[src/rtl/wta_chunk_sequencer_if.sv]
// Chunk-stream, tree-port and result-handshake bundle for wta_chunk_sequencer.
// Optional out_pixcnt signal is present only when WTA_PIXCNT_EN is defined.
interface wta_chunk_sequencer_if #(
    parameter int unsigned DATA_W = 8,
    parameter int unsigned CHUNK  = 16,
    parameter int unsigned IDX_W  = 10
);
    localparam int unsigned BUS_W = DATA_W * CHUNK;

    logic              in_valid;
    logic              in_ready;
    logic [BUS_W-1:0]  in_data;
    logic              tree_en;
    logic [BUS_W-1:0]  tree_din;
    logic [DATA_W-1:0] tree_max;
    logic [IDX_W-1:0]  tree_idx;
    logic              out_valid;
    logic              out_ready;
    logic [DATA_W-1:0] out_max;
    logic [IDX_W-1:0]  out_idx;
    logic              busy;
`ifdef WTA_PIXCNT_EN
    logic [15:0]       out_pixcnt;

    modport master (
        output in_valid, in_data, tree_max, tree_idx, out_ready,
        input  in_ready, tree_en, tree_din, out_valid, out_max, out_idx, busy, out_pixcnt
    );
    modport slave (
        input  in_valid, in_data, tree_max, tree_idx, out_ready,
        output in_ready, tree_en, tree_din, out_valid, out_max, out_idx, busy, out_pixcnt
    );
`else
    modport master (
        output in_valid, in_data, tree_max, tree_idx, out_ready,
        input  in_ready, tree_en, tree_din, out_valid, out_max, out_idx, busy
    );
    modport slave (
        input  in_valid, in_data, tree_max, tree_idx, out_ready,
        output in_ready, tree_en, tree_din, out_valid, out_max, out_idx, busy
    );
`endif
endinterface

[src/rtl/wta_chunk_sequencer.sv]
// Winner-take-all sequencer: streams cost chunks through an external max tree and
// folds per-chunk winners into one result per pixel. WTA_PIXCNT_EN adds out_pixcnt.
module wta_chunk_sequencer #(
    parameter int unsigned DATA_W   = 8,
    parameter int unsigned CHUNK    = 16,
    parameter int unsigned NCHUNK   = 4,
    parameter int unsigned IDX_W    = 10,
    parameter int unsigned TREE_LAT = 2
) (
    input  logic                  clk,
    input  logic                  rst_n,
    wta_chunk_sequencer_if.slave  bus
);
    localparam int unsigned CNT_W = (NCHUNK > 1) ? $clog2(NCHUNK) : 1;
    localparam logic [IDX_W-1:0] CHUNK_IDX  = IDX_W'(CHUNK);
    localparam logic [CNT_W-1:0] LAST_CHUNK = CNT_W'(NCHUNK - 1);

    logic              stall_c;
    logic              accept_c;
    logic              last_c;
    logic              fold_c;
    logic              take_c;
    logic [CNT_W-1:0]  cnt_q, cnt_d;
    logic [DATA_W-1:0] best_q, best_d;
    logic [IDX_W-1:0]  best_idx_q, best_idx_d;
    logic [DATA_W-1:0] out_max_q, out_max_d;
    logic [IDX_W-1:0]  out_idx_q, out_idx_d;
    logic              out_valid_q, out_valid_d;
    logic [DATA_W-1:0] fold_max_c;
    logic [IDX_W-1:0]  fold_idx_c;
    logic [IDX_W-1:0]  gidx_c;
    logic              tag_vld_c;
    logic              tag_last_c;
    logic              tag_busy_c;
    logic [CNT_W-1:0]  tag_cidx_c;

    // A held result freezes both the input side and the tree pipeline.
    assign stall_c     = out_valid_q && !bus.out_ready;
    assign bus.tree_en  = !stall_c;
    assign bus.in_ready = !stall_c;
    assign bus.tree_din = bus.in_data;
    assign accept_c    = bus.in_valid && !stall_c;
    assign last_c      = (cnt_q == LAST_CHUNK);

    // Tag pipeline mirrors the tree latency so each tree result knows its chunk.
    if (TREE_LAT == 0) begin : g_tag_comb
        assign tag_vld_c  = accept_c;
        assign tag_cidx_c = cnt_q;
        assign tag_last_c = last_c;
        assign tag_busy_c = 1'b0;
    end else begin : g_tag_pipe
        logic [TREE_LAT-1:0] vld_q;
        logic [TREE_LAT-1:0] last_q;
        logic [CNT_W-1:0]    cidx_q [TREE_LAT];

        always_ff @(posedge clk or negedge rst_n) begin
            if (!rst_n) begin
                vld_q  <= '0;
                last_q <= '0;
                cidx_q <= '{default: '0};
            end else if (!stall_c) begin
                vld_q[0]  <= accept_c;
                last_q[0] <= last_c;
                cidx_q[0] <= cnt_q;
                for (int i = 1; i < TREE_LAT; i++) begin
                    vld_q[i]  <= vld_q[i-1];
                    last_q[i] <= last_q[i-1];
                    cidx_q[i] <= cidx_q[i-1];
                end
            end
        end

        assign tag_vld_c  = vld_q[TREE_LAT-1];
        assign tag_cidx_c = cidx_q[TREE_LAT-1];
        assign tag_last_c = last_q[TREE_LAT-1];
        assign tag_busy_c = |vld_q;
    end

    // Candidate winner after folding the chunk currently leaving the tree.
    always_comb begin
        gidx_c     = IDX_W'(tag_cidx_c) * CHUNK_IDX + bus.tree_idx;
        take_c     = (tag_cidx_c == '0) || (bus.tree_max > best_q);
        fold_max_c = take_c ? bus.tree_max : best_q;
        fold_idx_c = take_c ? gidx_c : best_idx_q;
        fold_c     = tag_vld_c && !stall_c;
    end

    always_comb begin
        cnt_d       = cnt_q;
        best_d      = best_q;
        best_idx_d  = best_idx_q;
        out_max_d   = out_max_q;
        out_idx_d   = out_idx_q;
        out_valid_d = stall_c;
        if (accept_c) begin
            cnt_d = last_c ? '0 : cnt_q + CNT_W'(1);
        end
        if (fold_c) begin
            best_d     = fold_max_c;
            best_idx_d = fold_idx_c;
            if (tag_last_c) begin
                out_max_d   = fold_max_c;
                out_idx_d   = fold_idx_c;
                out_valid_d = 1'b1;
            end
        end
    end

    always_ff @(posedge clk or negedge rst_n) begin
        if (!rst_n) begin
            cnt_q       <= '0;
            best_q      <= '0;
            best_idx_q  <= '0;
            out_max_q   <= '0;
            out_idx_q   <= '0;
            out_valid_q <= 1'b0;
        end else begin
            cnt_q       <= cnt_d;
            best_q      <= best_d;
            best_idx_q  <= best_idx_d;
            out_max_q   <= out_max_d;
            out_idx_q   <= out_idx_d;
            out_valid_q <= out_valid_d;
        end
    end

    assign bus.out_valid = out_valid_q;
    assign bus.out_max   = out_max_q;
    assign bus.out_idx   = out_idx_q;
    assign bus.busy      = (cnt_q != '0) || tag_busy_c;

`ifdef WTA_PIXCNT_EN
    logic [15:0] pixcnt_q, pixcnt_d;

    always_comb begin
        pixcnt_d = pixcnt_q;
        if (out_valid_q && bus.out_ready) begin
            pixcnt_d = pixcnt_q + 16'(1);
        end
    end

    always_ff @(posedge clk or negedge rst_n) begin
        if (!rst_n) begin
            pixcnt_q <= '0;
        end else begin
            pixcnt_q <= pixcnt_d;
        end
    end

    assign bus.out_pixcnt = pixcnt_q;
`endif

endmodule
[src/flat_wrapper.sv]
// flat-port wrapper written by rule: the top's interface ports become plain ports
module wta_chunk_sequencer_flat 
#(
    parameter int unsigned DATA_W   = 8,
    parameter int unsigned CHUNK    = 16,
    parameter int unsigned NCHUNK   = 4,
    parameter int unsigned IDX_W    = 10,
    parameter int unsigned TREE_LAT = 2
)
  (clk, rst_n, bus_in_valid, bus_in_data, bus_tree_max, bus_tree_idx, bus_out_ready, bus_in_ready, bus_tree_en, bus_tree_din, bus_out_valid, bus_out_max, bus_out_idx, bus_busy);
  wta_chunk_sequencer_if #(.DATA_W(DATA_W), .CHUNK(CHUNK), .IDX_W(IDX_W)) bus_i ();
  input  logic clk;
  input  logic rst_n;
  input wire logic [$bits(bus_i.in_valid)-1:0] bus_in_valid;
  input wire logic [$bits(bus_i.in_data)-1:0] bus_in_data;
  input wire logic [$bits(bus_i.tree_max)-1:0] bus_tree_max;
  input wire logic [$bits(bus_i.tree_idx)-1:0] bus_tree_idx;
  input wire logic [$bits(bus_i.out_ready)-1:0] bus_out_ready;
  output wire logic [$bits(bus_i.in_ready)-1:0] bus_in_ready;
  output wire logic [$bits(bus_i.tree_en)-1:0] bus_tree_en;
  output wire logic [$bits(bus_i.tree_din)-1:0] bus_tree_din;
  output wire logic [$bits(bus_i.out_valid)-1:0] bus_out_valid;
  output wire logic [$bits(bus_i.out_max)-1:0] bus_out_max;
  output wire logic [$bits(bus_i.out_idx)-1:0] bus_out_idx;
  output wire logic [$bits(bus_i.busy)-1:0] bus_busy;
  assign bus_i.in_valid = bus_in_valid;
  assign bus_i.in_data = bus_in_data;
  assign bus_i.tree_max = bus_tree_max;
  assign bus_i.tree_idx = bus_tree_idx;
  assign bus_i.out_ready = bus_out_ready;
  assign bus_in_ready = bus_i.in_ready;
  assign bus_tree_en = bus_i.tree_en;
  assign bus_tree_din = bus_i.tree_din;
  assign bus_out_valid = bus_i.out_valid;
  assign bus_out_max = bus_i.out_max;
  assign bus_out_idx = bus_i.out_idx;
  assign bus_busy = bus_i.busy;
  wta_chunk_sequencer #(.DATA_W(DATA_W), .CHUNK(CHUNK), .NCHUNK(NCHUNK), .IDX_W(IDX_W), .TREE_LAT(TREE_LAT)) u_core (.clk(clk), .rst_n(rst_n), .bus(bus_i));
endmodule
[config.mk]
export PLATFORM = sky130hd
export DESIGN_NAME = wta_chunk_sequencer_flat
export DESIGN_NICKNAME = d
export VERILOG_FILES = /design/src/rtl/wta_chunk_sequencer_if.sv /design/src/rtl/wta_chunk_sequencer.sv /design/src/flat_wrapper.sv
export SDC_FILE = /design/constraint.sdc
export NUM_CORES = 1
export LEC_CHECK = 0
export ABC_AREA = 1
export CAP_MARGIN = 20
export CORE_ASPECT_RATIO = 0.7
export CORE_MARGIN = 4
export CORE_UTILIZATION = 33
export CTS_CLUSTER_DIAMETER = 80
export CTS_CLUSTER_SIZE = 24
export DETAILED_ROUTE_END_ITERATION = 12
export MAX_ROUTING_LAYER = met4
export PLACE_DENSITY = 0.83
export SLEW_MARGIN = 20
export SYNTH_ARGS = -nofsm -noshare
export SYNTH_HDL_FRONTEND = slang
export SYNTH_SLANG_ARGS = --single-unit
[constraint.sdc]
create_clock -name clk -period 2 [get_ports clk]
set_clock_uncertainty 0.15 [all_clocks]
set_input_delay 0.5 -clock clk [delete_from_list [all_inputs] [get_ports clk]]
set_output_delay 0.5 -clock clk [all_outputs]
set_load 0.05 [all_outputs]
==> summary.md <==
| Metric | Value |
|---|---|
| Status | `finished clean` |
| P_sw | `2.93 mW` |
| Final nets | `533` |
| Number of port buffers | `43` |
| Leak | `1.85 nW` |
| Combinational cell fraction of total power | `0.599` |
| RD Place Congestion | `0.805` |
| Power Total | `6.23 mW` |
| Die area | `12500 µm²` |
| Die Wd | `132 µm` |
| Fmax | `0.506 GHz` |
| Cell Area, Placed | `3250 µm²` |
| Routed length per placed instance | `15.8 µm` |
| Initial antenna violation count | `0` |
| Fin. Hold Viols | `0` |
| Fill cells | `1042` |
| H-tree depth | `2` |
| Int Pwr | `3.31 mW` |
| Layout cells sized above 1 | `0.283` |
| Mapped Cells | `435` |
| Peak fanout along the critical path | `3` |
| Sequential power share | `0.271` |
| EDFF count, synth | `0` |
| Total CTS buffers | `5` |
| Placed wire-length estimate | `5.91 mm` |
| Core ar. | `10400 µm²` |
| Final number of setup-violating endpoints | `0` |
| Synth Register Bits | `47` |
| Clock latency on the worst-skew pair | `280 ps` |
| Row count | `31` |
| Sw frac | `0.470` |
| Synth warn | `0` |
| Pwr Density | `1750 nW/µm²` |
| Detailed-route DRC error count | `0` |
| Setup Crit Path Kind | `primary input to output port` |
| CTS tree | `yes` |
| Io pins | `300` |
| Initial DRC Count | `119` |
| Clock Tree Root | `clkbuf_16` |
| Rel. slew slack | `0.779` |
| Syn avg cell area | `8.14 µm²` |
| CP Launch Type | `primary input` |
| Final period util | `0.988` |
| Worst path required time | `1350 ps` |
| Ant diodes | `0` |
| DRT Pass-1 Iters | `6` |
| Gr usage total | `0.131` |
| Synthesis-to-layout area growth | `0.778%` |
| Vias | `2392` |
| Synthesized area | `3540 µm²` |
| RSZ-0062 raised after global routing | `yes` |
| Net Count, Synth | `598` |
| Most used DFF post-synth | `dfrtp_1` |
| Max cap viols | `0` |
| Final ANT Viol Nets | `0` |
| Slew @ Worst Pin | `329 ps` |
| Final Instance Area | `3570 µm²` |
| Clk pwr share | `0.130` |
| Die Span Y | `94.7 µm` |
| R2r setup slk | `90 ps` |
| Vias per inst | `4.76` |
| Clock Path Buffers | `2` |
| Largest net degree at the start of global routing | `48` |
| Final worst slack | `24.9 ps` |
| Seq/Total Area, Yosys | `0.332` |
| Worst-path clk slew | `60 ps` |
| Number of global-route vias before repair | `2537` |
| Setup crit end kind | `output port` |
| Worst Hold Class | `primary input to asynchronous set/reset pin` |
| Detailed Route WL | `7.96 mm` |
| VDD IR max | `0.745 mV` |
| Worst Path Arrival | `1330 ps` |
| Sink Count | `47` |
| Max Transition Viols Final | `0` |
| Wire length of the first global-routing pass | `12.8 mm` |
| Asr flop ratio synth | `1.00` |
| Hold Slack | `35.1 ps` |
| Gr ovfl total | `0` |
| Period minus WS final | `1980 ps` |
| Unique masters post-synth | `26` |
| Initial core utilization | `0.341` |
| CTS Hold Bufs | `0` |
| Dpl ws | `-522 ps` |
-- synthesized netlist by cell type, types with 2 or more instances --
library cell    n  area [µm²]
buf_4         130         976
nand2_1       111         417
dfrtp_1        47        1180
nand3_1        45         225
inv_1          31         116
ha_1           12         150
nand2_4        12         135
nand3b_1        9        67.6
o21ai_0         8        40.0
buf_2           5        25.0
xnor2_1         4        35.0
nor2_1          3        11.3
a21oi_1         2        10.0
clkbuf_1        2        7.51
inv_2           2        7.51
nor2_8          2        40.0
-- metal layers --
layer	global-route usage	vias up	share of wire
li1	-	1092	-
met1	0.144	1093	0.38
met2	0.190	187	0.45
met3	0.0969	20	0.15
met4	0.0350	0	0.012
met5	-	-	0
-- layout make-up --
type / count / area (µm²) / share of cell area
Clock buffer: 7 / 143 / 0.0400
Clock inverter: 1 / 5.00 / 0.00140
Inverter: 35 / 135 / 0.0379
Multi-Input combinational cell: 215 / 1330 / 0.373
Sequential cell: 47 / 1180 / 0.330
Tap cell: 132 / 165 / 0.0463
Timing Repair Buffer: 66 / 612 / 0.172
-- power groups by stage --
stage          clock, mW  sequential [mW]  combinational [mW]
2_1_floorplan          0             2.23                2.50
3_3_place_gp           0             1.66                3.30
3_5_place_dp           0             1.69                3.40
4_1_cts            0.833             1.68                3.62
5_1_grt            0.889             1.73                4.07
6_report           0.812             1.69                3.73
-- logic make-up after synthesis --
group                      synth area share
and+or+nand+nor                       0.265
buffers and inverters                 0.328
AOI/OAI and AO/OA                    0.0163
DFF                                   0.332
adders and majority gates            0.0481
xor gates and xnor gates            0.00990
-- cells in the final DEF, fill, tap and decap left out, drive strengths merged --
cell	Yosys	routed
nand2	124	124
dfrtp	47	47
buf	136	46
nand3	45	45
inv	34	34
ha	12	12
clkdlybuf4s50	0	10
nand3b	9	9
clkbuf	2	9
o21ai	8	8
nor2	7	7
xnor2	4	4
dlygate4sd2	0	3
clkdlybuf4s15	0	3
clkinv	1	2
a21oi	2	2
dlymetal6s2s	0	2
a21o	1	1
nand4	1	1
or2	1	1
fa	1	1
-- worst max-delay path: stages --
cell             delay, ps
clkdlybuf4s50_1        450
nor2_4                 110
clkinv_2                70
buf_4                  190
-- stage by stage --
stage          utilization  instances  setup TNS, ps
2_1_floorplan            -        435              0
4_1_cts              0.335        502              0
3_5_place_dp         0.312        490         -16650
6_report             0.343        503              0
5_1_grt              0.343        503          -16.2
3_3_place_gp         0.312        490         -14780
-- state kept, by name, summed over array words and instances, names as in the netlist --
name	count
u_core.g_tag_pipe.cidx_q	2
u_core.tag_cidx_c	2
u_core.bus.out_valid	1
u_core.best_q	8
u_core.bus.out_idx	10
u_core.cnt_q	2
u_core.best_idx_q	10
u_core.g_tag_pipe.last_q	2
u_core.g_tag_pipe.vld_q	2
u_core.bus.out_max	8
-- final timing paths --
path                             startpoint                   end  cells past startpoint
max                           bus_out_ready          bus_in_ready                      4
min                                   rst_n       u_core.cnt_q[1]                      2
max reg2reg                u_core.best_q[7]  u_core.best_idx_q[5]                     10
min reg2reg                u_core.best_q[1]      u_core.best_q[1]                      2
max in group asynchronous             rst_n  u_core.best_idx_q[1]                      2
min in group clk           u_core.best_q[1]      u_core.best_q[1]                      2
-- repair_timing --
item,CTS,global route
resized for setup,23,27
endpoints found under the hold margin,0,0
endpoints found under the setup margin,38,38
buffers inserted,3,1
pin swaps,15,20
cloned,1,0
(Power assumes the default switching activity.)
